[src/rtl/arb_rr2_pkg.sv]
// ---------------------------------------------------------------------------
// arb_pkg
// Shared types and constants for the two-requester round-robin arbiter.
//   arb_state_e       : arbiter FSM state encoding
//   ARB_NUM_REQ       : number of requesters (width of request/grant)
//   arb_grant_decode  : maps an FSM state to its one-hot-or-zero grant vector
// ---------------------------------------------------------------------------
package arb_pkg;

    typedef enum logic [1:0] {
        ARB_IDLE = 2'd0,
        ARB_GNT0 = 2'd1,
        ARB_GNT1 = 2'd2
    } arb_state_e;

    localparam int ARB_NUM_REQ = 2;

    // Grant vector implied by a state; only one bit can ever be set.
    function automatic logic [ARB_NUM_REQ-1:0] arb_grant_decode(input arb_state_e st);
        logic [ARB_NUM_REQ-1:0] g;
        case (st)
            ARB_GNT0: g = 2'b01;
            ARB_GNT1: g = 2'b10;
            default:  g = 2'b00;
        endcase
        return g;
    endfunction

endpackage

[src/rtl/arb_rr2_if.sv]
// ---------------------------------------------------------------------------
// arb_if
// Request/grant bundle between requesters and the arbiter.
//   request : requester -> arbiter, level-sensitive want bits
//   grant   : arbiter -> requester, registered one-hot-or-zero
//   preempt : arbiter -> requester, one-cycle pulse on hold-limit revocation
// Modports: arb (arbiter side), req (requester side), mon (passive monitor).
// ---------------------------------------------------------------------------
interface arb_if;
    import arb_pkg::*;

    logic [ARB_NUM_REQ-1:0] request;
    logic [ARB_NUM_REQ-1:0] grant;
    logic                   preempt;

    modport arb (input request, output grant, output preempt);
    modport req (output request, input grant, input preempt);
    modport mon (input request, input grant, input preempt);

endinterface

[src/rtl/arb_rr2.sv]
// ---------------------------------------------------------------------------
// arb_rr2
// Two-requester round-robin arbiter with bounded grant tenure.
// Ports:
//   clk   : single clock, all state updates on posedge
//   reset : synchronous, active-high
//   bus   : arb_if.arb (request in, grant/preempt out, both registered)
// Parameter:
//   MAX_HOLD : max consecutive granted cycles while the other requester
//              waits; 0 disables preemption.
// Every handover goes through ARB_IDLE, so grants never overlap.
// ---------------------------------------------------------------------------
module arb_rr2
    import arb_pkg::*;
#(
    parameter int MAX_HOLD = 16
) (
    input  logic clk,
    input  logic reset,
    arb_if.arb   bus
);

    // A zero-width counter is illegal, so MAX_HOLD=0 keeps a 1-bit register.
    localparam int HCW = (MAX_HOLD > 0) ? $clog2(MAX_HOLD + 1) : 1;
    localparam logic [HCW-1:0] HOLD_LIM = HCW'((MAX_HOLD > 0) ? (MAX_HOLD - 1) : 0);

    arb_state_e             state_q,       state_d;
    logic [HCW-1:0]         hold_cnt_q,    hold_cnt_d;
    logic                   last_winner_q, last_winner_d;
    logic [ARB_NUM_REQ-1:0] grant_q,       grant_d;
    logic                   preempt_q,     preempt_d;

    logic own_req_s;
    logic other_req_s;
    logic at_limit_s;

    // Request bits of the current holder and of the waiting requester.
    always_comb begin
        own_req_s   = 1'b0;
        other_req_s = 1'b0;
        case (state_q)
            ARB_GNT0: begin
                own_req_s   = bus.request[0];
                other_req_s = bus.request[1];
            end
            ARB_GNT1: begin
                own_req_s   = bus.request[1];
                other_req_s = bus.request[0];
            end
            default: begin
                own_req_s   = 1'b0;
                other_req_s = 1'b0;
            end
        endcase
    end

    assign at_limit_s = (MAX_HOLD != 0) && (hold_cnt_q == HOLD_LIM);

    // Next-state, tenure counter, tie-break memory and output decode.
    always_comb begin
        state_d       = state_q;
        hold_cnt_d    = hold_cnt_q;
        last_winner_d = last_winner_q;
        preempt_d     = 1'b0;
        case (state_q)
            ARB_IDLE: begin
                case (bus.request)
                    2'b01: begin
                        state_d       = ARB_GNT0;
                        hold_cnt_d    = '0;
                        last_winner_d = 1'b0;
                    end
                    2'b10: begin
                        state_d       = ARB_GNT1;
                        hold_cnt_d    = '0;
                        last_winner_d = 1'b1;
                    end
                    2'b11: begin
                        // Tie goes to whoever did not win last time.
                        if (last_winner_q) begin
                            state_d       = ARB_GNT0;
                            last_winner_d = 1'b0;
                        end else begin
                            state_d       = ARB_GNT1;
                            last_winner_d = 1'b1;
                        end
                        hold_cnt_d = '0;
                    end
                    default: begin
                        state_d = ARB_IDLE;
                    end
                endcase
            end
            ARB_GNT0, ARB_GNT1: begin
                if (!own_req_s) begin
                    state_d    = ARB_IDLE;
                    hold_cnt_d = '0;
                end else if (other_req_s) begin
                    if (at_limit_s) begin
                        state_d    = ARB_IDLE;
                        hold_cnt_d = '0;
                        preempt_d  = 1'b1;
                    end else if (MAX_HOLD != 0) begin
                        hold_cnt_d = hold_cnt_q + HCW'(1);
                    end else begin
                        // Preemption disabled: counter stays parked at zero.
                        hold_cnt_d = '0;
                    end
                end else begin
                    // Tenure only counts while the other side is contending.
                    hold_cnt_d = '0;
                end
            end
            default: begin
                state_d    = ARB_IDLE;
                hold_cnt_d = '0;
            end
        endcase
        grant_d = arb_grant_decode(state_d);
    end

    // State register and registered outputs.
    always_ff @(posedge clk) begin
        if (reset) begin
            state_q       <= ARB_IDLE;
            hold_cnt_q    <= '0;
            last_winner_q <= 1'b1;
            grant_q       <= 2'b00;
            preempt_q     <= 1'b0;
        end else begin
            state_q       <= state_d;
            hold_cnt_q    <= hold_cnt_d;
            last_winner_q <= last_winner_d;
            grant_q       <= grant_d;
            preempt_q     <= preempt_d;
        end
    end

    assign bus.grant   = grant_q;
    assign bus.preempt = preempt_q;

endmodule
[src/flat_wrapper.sv]
// flat-port wrapper written by rule: the top's interface ports become plain ports
module arb_rr2_flat import arb_pkg::*;
#(
    parameter int MAX_HOLD = 16
)
  (clk, reset, bus_request, bus_grant, bus_preempt);
  arb_if bus_i ();
  input  logic clk;
  input  logic reset;
  input wire logic [$bits(bus_i.request)-1:0] bus_request;
  output wire logic [$bits(bus_i.grant)-1:0] bus_grant;
  output wire logic [$bits(bus_i.preempt)-1:0] bus_preempt;
  assign bus_i.request = bus_request;
  assign bus_grant = bus_i.grant;
  assign bus_preempt = bus_i.preempt;
  arb_rr2 #(.MAX_HOLD(MAX_HOLD)) u_core (.clk(clk), .reset(reset), .bus(bus_i));
endmodule
[config.mk]
export PLATFORM = sky130hd
export DESIGN_NAME = arb_rr2_flat
export DESIGN_NICKNAME = d
export VERILOG_FILES = /design/src/rtl/arb_rr2_pkg.sv /design/src/rtl/arb_rr2_if.sv /design/src/rtl/arb_rr2.sv /design/src/flat_wrapper.sv
export SDC_FILE = /design/constraint.sdc
export NUM_CORES = 1
export LEC_CHECK = 0
export CORE_MARGIN = 2
export CORE_UTILIZATION = 40
export CTS_CLUSTER_SIZE = 24
export DETAILED_ROUTE_END_ITERATION = 8
export HOLD_SLACK_MARGIN = 0.1
export PLACE_DENSITY_LB_ADDON = 0.2
export SETUP_SLACK_MARGIN = 0.3
export SLEW_MARGIN = 10
export SYNTH_ARGS = -nofsm -noshare
export SYNTH_HDL_FRONTEND = slang
export SYNTH_SLANG_ARGS = --single-unit
[constraint.sdc]
create_clock -name clk -period 2.3 [get_ports clk]
set_clock_uncertainty 0.05 [all_clocks]
set_input_delay 0.575 -clock clk [delete_from_list [all_inputs] [get_ports clk]]
set_output_delay 0.575 -clock clk [all_outputs]
set_load 0.05 [all_outputs]
==> impl_results.md <==
- Status: complete, no violations
- Total of warnings raised by yosys: 0
- Top FF cell, synth: dfxtp_1
- Initial Utilization: 0.439
- Fin crit share: 0.784
- GR Util All Layers: 0.153
- Setup Viol. Count Final: 0
- Post-DRT Antenna Nets: 0
- Post-Route WL: 1240 um
- Syn Nets: 85
- Vias per cell: 5.60
- RSZ-0062 raised after global routing: no
- Post-layout total power: 0.000414 W
- Avg Cell Area, Syn: 8.91 um2
- Power per cell area: 540 nW/um2
- Vias in the first global route: 481
- Gpl congestion: 0.886
- CTS sink count: 11
- Final hold vios: 0
- Max-cap violations: 0
- CTS tree: built
- Final #Nets: 93
- GR peak layer: met1
- First-pass DRT Iterations: 4
- GRT met3 Usage: 0.0440
- Cell taking the most area after synthesis: dfxtp_1
- Input/output buffers: 6
- Fraction of layout cells with a size suffix above 1: 0.169
- Distinct cell type count after synthesis: 32
- Worst Setup Path Type: input pin to register
- Rows: 14
- Element type at the critical path start: input pin
- Final Max Slew Viols: 0
- CORE AREA: 1540 um2
- Leakage: 0.298 nW
- Clk root buf: clkbuf_4
- Largest net degree at the start of global routing: 13
- Critical path required time: 2.44 ns
- CP Max Fanout: 9
- GR Overflow Total: 0
- Slew @ Worst Pin: 0.497 ns
- Wire per inst: 12.5 um
- H-tree Lvls: 1
- Ys async rst share: 0
- Crit path DAT: 1.94 ns
- Initial antenna violation count: 0
- Final Cell Area: 766 um2
- Yosys top cell area share: 0.325
- Area of the die: 2040 um2
- CTS max path bufs: 2
- Worst relative slew slack: 0.670
- Dpl ws: 0.134 ns
- Sequential area share after synthesis: 0.325
- Latest clock arrival within the worst-skew pair: 0.27 ns
- Max frequency: 554 MHz
- Met2 Use GR: 0.180
- DRT iter0 DRCs: 13
- CTS clk-pin slew, worst paths: 0.07 ns
- Remaining DRCs: 0
- Post-DP Area: 739 um2
- Worst Slack Setup Final: 0.496 ns
- Via count: 554
- Count of hold-fix buffers inserted at cts: 0
- Number of flops mapped to enable cells by yosys: 0
- Synthesized instance count: 76
- HP Class: register to register
- Fin Setup TNS: 0 ns
- Die Ht: 45.1 um
- Seq cells post-synth: 11
- Area growth from synthesis to layout: 13.1%
- Worst vdd ir: 315 uV
- Ports: 7
- Min Tclk post-route: 1.80 ns
- Ant diodes: 0
- Num CTS Buffers: 3
- Synth area leaders: dfxtp_1 33%, ha_1 9.2%, nand4_1 4.6%, a21oi_1 4.4%, nor4b_2 4.4%
- Post-Syn Area: 677 um2
- Post-DP HPWL: 907 um
- Routing usage on met1: 0.221
- First-pass GRT wire length: 2150 um
- Die W: 45.1 um
- Critical Path End Type: register
## layer usage
metal / share of wire / routed length (um) / vias up
met5: 0 / 0 / -
met4: 0.035 / 44 / 0
met3: 0.049 / 61 / 5
met2: 0.36 / 445 / 11
met1: 0.55 / 688 / 244
li1: - / - / 294
## area by class of cell
type                       count  area, um2
inverter                       3       11.3
fill                         156        776
timing repair buffer           7       63.8
tap                           16       20.0
multi-input combinational     58        424
sequential                    11        220
clock buffer                   4       26.3
## state kept, by name, indices dropped and copies added, names as in the netlist
signal,cells
u_core.state_q,2
u_core.bus.preempt,1
u_core.hold_cnt_q,5
u_core.last_winner_q,1
u_core.bus.grant,2
## kinds of logic after synthesis
group	share of synthesized area
AOI/OAI and AO/OA	0.187
DFF	0.325
adders and majority gates	0.0924
and+or+nand+nor	0.342
buffers and inverters	0.0536
## path summary, 6_finish.rpt
path / start / endpoint / slack (ns) / depth (start not counted)
max: bus_request[1] / u_core.hold_cnt_q[2] / 0.50 / 5
min: u_core.hold_cnt_q[4] / u_core.hold_cnt_q[4] / 0.44 / 1
max reg2reg: u_core.hold_cnt_q[0] / u_core.bus.grant[1] / 0.54 / 5
min reg2reg: u_core.hold_cnt_q[4] / u_core.hold_cnt_q[4] / 0.44 / 1
## placed cells by master (no fill, tap or decap), drive strengths merged
cell / n
and3b: 1
and2: 1
buf: 1
ha: 5
inv: 3
o2111ai: 1
o21ai: 4
dlygate4sd2: 3
a22oi: 2
clkdlybuf4s50: 3
nor3: 6
clkbuf: 4
nor4b: 2
a211o: 2
or2: 2
nor2: 5
nand3: 2
nand2b: 1
and4b: 1
nand4: 5
dfxtp: 11
nand2: 4
nor2b: 1
a21oi: 9
a311oi: 1
nand3b: 1
nor3b: 2
## critical path, cell delays in order
cell	delay, ns
clkdlybuf4s50_1	0.63
o21ai_1	0.16
o21ai_2	0.28
a21oi_1	0.11
a311oi_1	0.19
## what timing repair did
action	CTS	global route
resized for setup	3	1
buffers inserted	0	0
endpoints found under the hold margin	0	0
setup endpoints to repair	3	2
## synth_stat cells (all sizes together) (3+ instances only)
library cell and n:
inv 3, o21ai 4, nor3 6, buf 3, nor2 5, nand2 4
ha 5, a21oi 9, nand4 5, dfxtp 11
## stage by stage
| stage | hold WS, ns | util | std cells |
|---|---|---|---|
| final | 0.442 | 0.497 | 99 |
| after global routing | 0.473 | 0.497 | 99 |
| after CTS | 0.443 | 0.494 | 99 |
| after detailed placement | 0.434 | 0.480 | 95 |
| after global placement | 0.428 | 0.480 | 95 |
| after floorplan | 0.416 | - | 76 |
## power breakdown
| group | internal, W | switching [W] |
|---|---|---|
| combinational | 0.0000305 | 0.0000464 |
| clock | 0.0000673 | 0.0000662 |
| sequential | 0.000197 | 0.00000601 |
(Power assumes the default switching activity.)
